<file path="src/rtl/lzc_normalizer_16.sv">
// lzc_normalizer_16
// Leading-zero counter in front of the 16-bit left barrel shifter on the
// normalize path. It accepts one operand through a valid/ready handshake.
// It finds the leading-zero count with a four-step binary search (8, 4, 2, 1),
// one step per clock. It then presents the original operand (Ip) and the
// count (shift_mag), ready to drive the shifter directly.
// Optional feature: define LZC_NORM_OUT_EN to expose the final normalized
// word as norm_out, so the consumer can cross-check the shifter's output.
module lzc_normalizer_16 #(
  parameter int DATA_W  = 16,
  parameter int SHIFT_W = 4
) (
  input  logic              clk,
  input  logic              reset,
  input  logic              in_valid,
  output logic              in_ready,
  input  logic [DATA_W-1:0] in_data,
  output logic              out_valid,
  input  logic              out_ready,
  output logic [DATA_W-1:0] Ip,
  output logic [SHIFT_W-1:0] shift_mag,
  output logic              zero
`ifdef LZC_NORM_OUT_EN
  ,
  output logic [DATA_W-1:0] norm_out
`endif
);

  typedef enum logic [1:0] {
    IDLE = 2'd0,
    SCAN = 2'd1,
    DONE = 2'd2
  } state_t;

  state_t               state_q, state_d;
  logic [DATA_W-1:0]    work_q, work_d;
  logic [DATA_W-1:0]    ip_q, ip_d;
  logic [SHIFT_W-1:0]   shift_q, shift_d;
  logic [1:0]           step_q, step_d;
  logic                 zero_q, zero_d;
  logic                 in_ready_q;
  logic                 out_valid_q;
  logic                 top_zero_s;
  logic [SHIFT_W-1:0]   n_s;

  // Next-state logic: capture in IDLE, one binary-search step per SCAN cycle, hold in DONE.
  always_comb begin
    state_d    = state_q;
    work_d     = work_q;
    ip_d       = ip_q;
    shift_d    = shift_q;
    step_d     = step_q;
    zero_d     = zero_q;
    top_zero_s = 1'b0;
    n_s        = SHIFT_W'(0);
    case (state_q)
      IDLE: begin
        if (in_valid && in_ready_q) begin
          ip_d    = in_data;
          work_d  = in_data;
          shift_d = SHIFT_W'(0);
          step_d  = 2'd3;
          if (in_data == DATA_W'(0)) begin
            zero_d  = 1'b1;
            state_d = DONE;
          end else begin
            zero_d  = 1'b0;
            state_d = SCAN;
          end
        end else begin
          state_d = IDLE;
        end
      end
      SCAN: begin
        // Window width n = 2^step: test whether the top n bits are all zero.
        case (step_q)
          2'd3: begin
            n_s        = SHIFT_W'(8);
            top_zero_s = (work_q[DATA_W-1 -: 8] == 8'd0);
          end
          2'd2: begin
            n_s        = SHIFT_W'(4);
            top_zero_s = (work_q[DATA_W-1 -: 4] == 4'd0);
          end
          2'd1: begin
            n_s        = SHIFT_W'(2);
            top_zero_s = (work_q[DATA_W-1 -: 2] == 2'd0);
          end
          default: begin
            n_s        = SHIFT_W'(1);
            top_zero_s = (work_q[DATA_W-1] == 1'b0);
          end
        endcase
        if (top_zero_s) begin
          work_d  = work_q << n_s;
          shift_d = shift_q + n_s;
        end else begin
          work_d  = work_q;
          shift_d = shift_q;
        end
        step_d = step_q - 2'd1;
        if (step_q == 2'd0) begin
          state_d = DONE;
        end else begin
          state_d = SCAN;
        end
      end
      DONE: begin
        if (out_valid_q && out_ready) begin
          state_d = IDLE;
        end else begin
          state_d = DONE;
        end
      end
      default: begin
        state_d = IDLE;
      end
    endcase
  end

  // State and datapath registers; handshake flags are registered from the next state.
  always_ff @(posedge clk or posedge reset) begin
    if (reset) begin
      state_q     <= IDLE;
      work_q      <= DATA_W'(0);
      ip_q        <= DATA_W'(0);
      shift_q     <= SHIFT_W'(0);
      step_q      <= 2'd0;
      zero_q      <= 1'b0;
      in_ready_q  <= 1'b1;
      out_valid_q <= 1'b0;
    end else begin
      state_q     <= state_d;
      work_q      <= work_d;
      ip_q        <= ip_d;
      shift_q     <= shift_d;
      step_q      <= step_d;
      zero_q      <= zero_d;
      in_ready_q  <= (state_d == IDLE);
      out_valid_q <= (state_d == DONE);
    end
  end

  assign in_ready  = in_ready_q;
  assign out_valid = out_valid_q;
  assign Ip        = ip_q;
  assign shift_mag = shift_q;
  assign zero      = zero_q;
`ifdef LZC_NORM_OUT_EN
  assign norm_out  = work_q;
`endif

endmodule

</file>
<file path="config.mk">
export PLATFORM = sky130hd
export DESIGN_NAME = lzc_normalizer_16
export DESIGN_NICKNAME = d
export VERILOG_FILES = /design/src/rtl/lzc_normalizer_16.sv
export SDC_FILE = /design/constraint.sdc
export NUM_CORES = 1
export LEC_CHECK = 0
export CAP_MARGIN = 5
export CELL_PAD_IN_SITES_DETAIL_PLACEMENT = 1
export CELL_PAD_IN_SITES_GLOBAL_PLACEMENT = 1
export CORE_ASPECT_RATIO = 2
export CORE_UTILIZATION = 34
export DETAILED_ROUTE_END_ITERATION = 10
export GPL_TIMING_DRIVEN = 0
export HOLD_SLACK_MARGIN = 0.12
export PLACE_DENSITY_LB_ADDON = 0.2
export SLEW_MARGIN = 40
export SYNTH_ARGS = -nofsm -noshare
export SYNTH_HDL_FRONTEND = slang
export SYNTH_SLANG_ARGS = --single-unit
export TNS_END_PERCENT = 10
</file>
<file path="constraint.sdc">
create_clock -name clk -period 2.5 [get_ports clk]
set_clock_uncertainty 0.15 [all_clocks]
set_input_delay 0.5 -clock clk [delete_from_list [all_inputs] [get_ports clk]]
set_output_delay 0.5 -clock clk [all_outputs]
set_load 0.02 [all_outputs]
</file>
==> metrics.csv <==
stage;metric;value;unit
critical_path;critPathMaxFanout;6;
critical_path;endpoint_kind;register;
routing;drc;0;
clock_network;clkSinkCount;43;
power_and_ir_drop;finalPower;5692;µW
synth;synth_area;2755;µm²
critical_path;start_kind;register;
sta;worstMarginPinSlew;637.7;ps
sta;finalCriticalPeriod;2490;ps
floorplanning;rows;46;
layout;final_net_count;341;
sta;hold_viol_final;0;
synth;synth_area_leaders;dfrtp_1 38%, mux2_2 16%, mux2i_1 5.1%;
synth;yosysMostFrequentCell;dfrtp_1;
place;dp_hpwl;6913;µm
floorplanning;coreArea;7885;µm²
sta;finalSetupViolCount;0;
synth;ys_types;52;
grt;top_usage_layer;met2;
sta;fin_crit_sh;99.60;%
clock_network;numCtsBuffers;5;
layout;diodes;0;
grt;grt_overflow_total;0;
worst_hold_path;hold_class;input port to async pin;
critical_path;worstPathRequired;2520;ps
synth;synth_largest_area_cell;dfrtp_1;
floorplanning;die-area;8489;µm²
sta;fmax;401.6;MHz
grt;grt_util_met2;43.58;%
layout;drive_above_1_share;27.16;%
synth;ys_seq_area_share;39.10;%
clock_network;cts_tree;done;
grt;grt_use_total;22.75;%
routing;dr.pass1.iters;6;
grt;grt_start_max_net_pins;43;
grt;grt_pass1_wl;13860;µm
critical_path;r2r_cells;6;
routing;vias;2325;
floorplanning;die_h;129.3;µm
routing;wirelength;9141;µm
sta;setup-tns-final;0;ps
sta;slew_violations;0;
synth;postSynth.asyncResetShare;100.0;%
clock_network;clock_path_buffers;2;
layout;fin_util;46.13;%
place;gp_congestion;0.9082;
clock_network;worstSkewPairLatency;290;ps
power_and_ir_drop;p_leak;0.001522;µW
synth;ys.flop_type;dfrtp_1;
clock_network;clock-root-buffer;clkbuf_16;
layout;syn_to_final_growth;32.02;%
routing;wl_per_cell;22.35;µm
sta;max-slew-margin-rel;57.25;%
layout;stdcell_area;3637;µm²
critical_path;crit_arrival;2510;ps
critical_path;crit_type;register to register;
sta;rsz0062_at_grt;true;
power_and_ir_drop;power.density;1565;nW/µm²
sta;holdWs;265.5;ps
synth;syn_area_per_cell;10.72;µm²
clock_network;path_clk_slew;60;ps
synth;ys_warn_count;0;
run_status;status;complete, no violations;
synth;syn_nets;286;
critical_path;reg2reg_slack;10;ps
routing;initialDrtViolationCount;67;
place;io_buffers;42;
synth;synth_common_cells;42 x dfrtp_1, 40 x mux2_2, 21 x nand2_1;
synth;synth_edf_count;0;
floorplanning;ios;43;
synth;ys_seq_elements;43;
job;cap_violations;0;
clock_network;htree_levels;2;
critical_path;r2r_start;step_q[1]$_DFFE_PP0P_;
power_and_ir_drop;ir_drop;0.7258;mV
synth;synth_cells;257;
place;placed_area;3318;µm²
routing;viasPerCell;5.685;
routing;ant_nets;0;
grt;grt_pass1_vias;2504;
grt;use_met1;23.03;%
grt;groute.layer.met3.usage;2.201;%
grt;antenna_found_initial;0;
critical_path;reg2reg_to;work_q[5]$_DFFE_PP0P_;
floorplanning;fp.dieW;65.65;µm
floorplanning;initial_utilization;34.94;%
synth;yosys.area.top_type_share;38.15;%
==> sequential cells by signal, summed over array words and instances (netlist names) <==
signal,cells
Ip,16
in_ready,1
out_valid,1
shift_mag,4
state_q,2
step_q,2
work_q,16
zero,1
==> kinds of logic after synthesis <==
kind of cell,count (synthesis),synth area share (%)
buf+inv,30,5.223
fa+ha+maj,9,4.360
flops,43,39.10
simple gates,64,11.40
compound gates,50,13.62
mux,59,25.66
xor+xnor,2,0.6359
==> power by group <==
| group | switching, µW | leakage [µW] | internal, µW |
|---|---|---|---|
| clock | 279 | 0.0000911 | 573 |
| combinational | 1830 | 0.000909 | 1650 |
| sequential | 307 | 0.000522 | 1050 |
==> final cells by class <==
type                    instances  area, µm²
well taps                      96      120.1
repair buffers                 49      485.5
clock inverters                 2      60.06
multi-input cells             184       1600
inverters                      11      43.79
flip-flops and latches         43       1077
clock buffers                   6      128.9
plain buffers                  18      121.4
fillers                       863       4248
==> metal layers <==
layer  vias to the layer above  wire length [µm]
li1                       1058                 -
met1                      1172              3194
met2                        68              5338
met3                        27               205
met4                         0               403
met5                         -                 0
==> worst max path at each step <==
stage / depth (start not counted) / slack [ps] / end / startpoint
final: 6 / 10 / work_q[5]$_DFFE_PP0P_ / step_q[1]$_DFFE_PP0P_
after floorplan: 9 / 150 / work_q[11]$_DFFE_PP0P_ / step_q[0]$_DFFE_PP0P_
after CTS: 7 / -3 / work_q[5]$_DFFE_PP0P_ / step_q[0]$_DFFE_PP0P_
after detailed placement: 7 / -290 / work_q[14]$_DFFE_PP0P_ / step_q[0]$_DFFE_PP0P_
after global placement: 7 / -280 / work_q[14]$_DFFE_PP0P_ / step_q[0]$_DFFE_PP0P_
after global routing: 8 / -20 / work_q[15]$_DFFE_PP0P_ / step_q[1]$_DFFE_PP0P_
==> placed cells by master, fill, tap and decap left out, drive strengths merged, types with 4 or more instances in the layout <==
cell	Yosys	final
ha	8	8
mux2	40	40
nor2b	5	5
clkdlybuf4s50	0	42
inv	11	11
nor2	16	16
nand2b	5	5
o21ai	4	4
dfrtp	42	42
buf	9	15
a21oi	7	7
clkbuf	10	16
mux4	5	5
nor4	5	5
nand2	21	21
mux2i	14	14
==> what timing repair did <==
item,in CTS,in global routing
hold buffers,0,0
setup buffers,5,1
endpoints found under the setup margin,16,17
pin swaps,0,1
gates cloned,0,0
gates resized for setup,14,20
==> stage by stage <==
step / instances / worst slack, ps
finish: 409 / 10.02
global route: 409 / -23.50
CTS: 409 / -3.076
detailed placement: 396 / -287.4
global placement: 395 / -275.1
floorplan: 257 / 151.4
==> critical path, stage by stage, from the launching register on <==
cell and delay, ps:
dfrtp_1 430, inv_2 120, ha_4 230, mux4_1 710, a22o_1 280, a22o_1 190
mux2_2 250
Note: power is estimated with default switching activity, not from simulation.
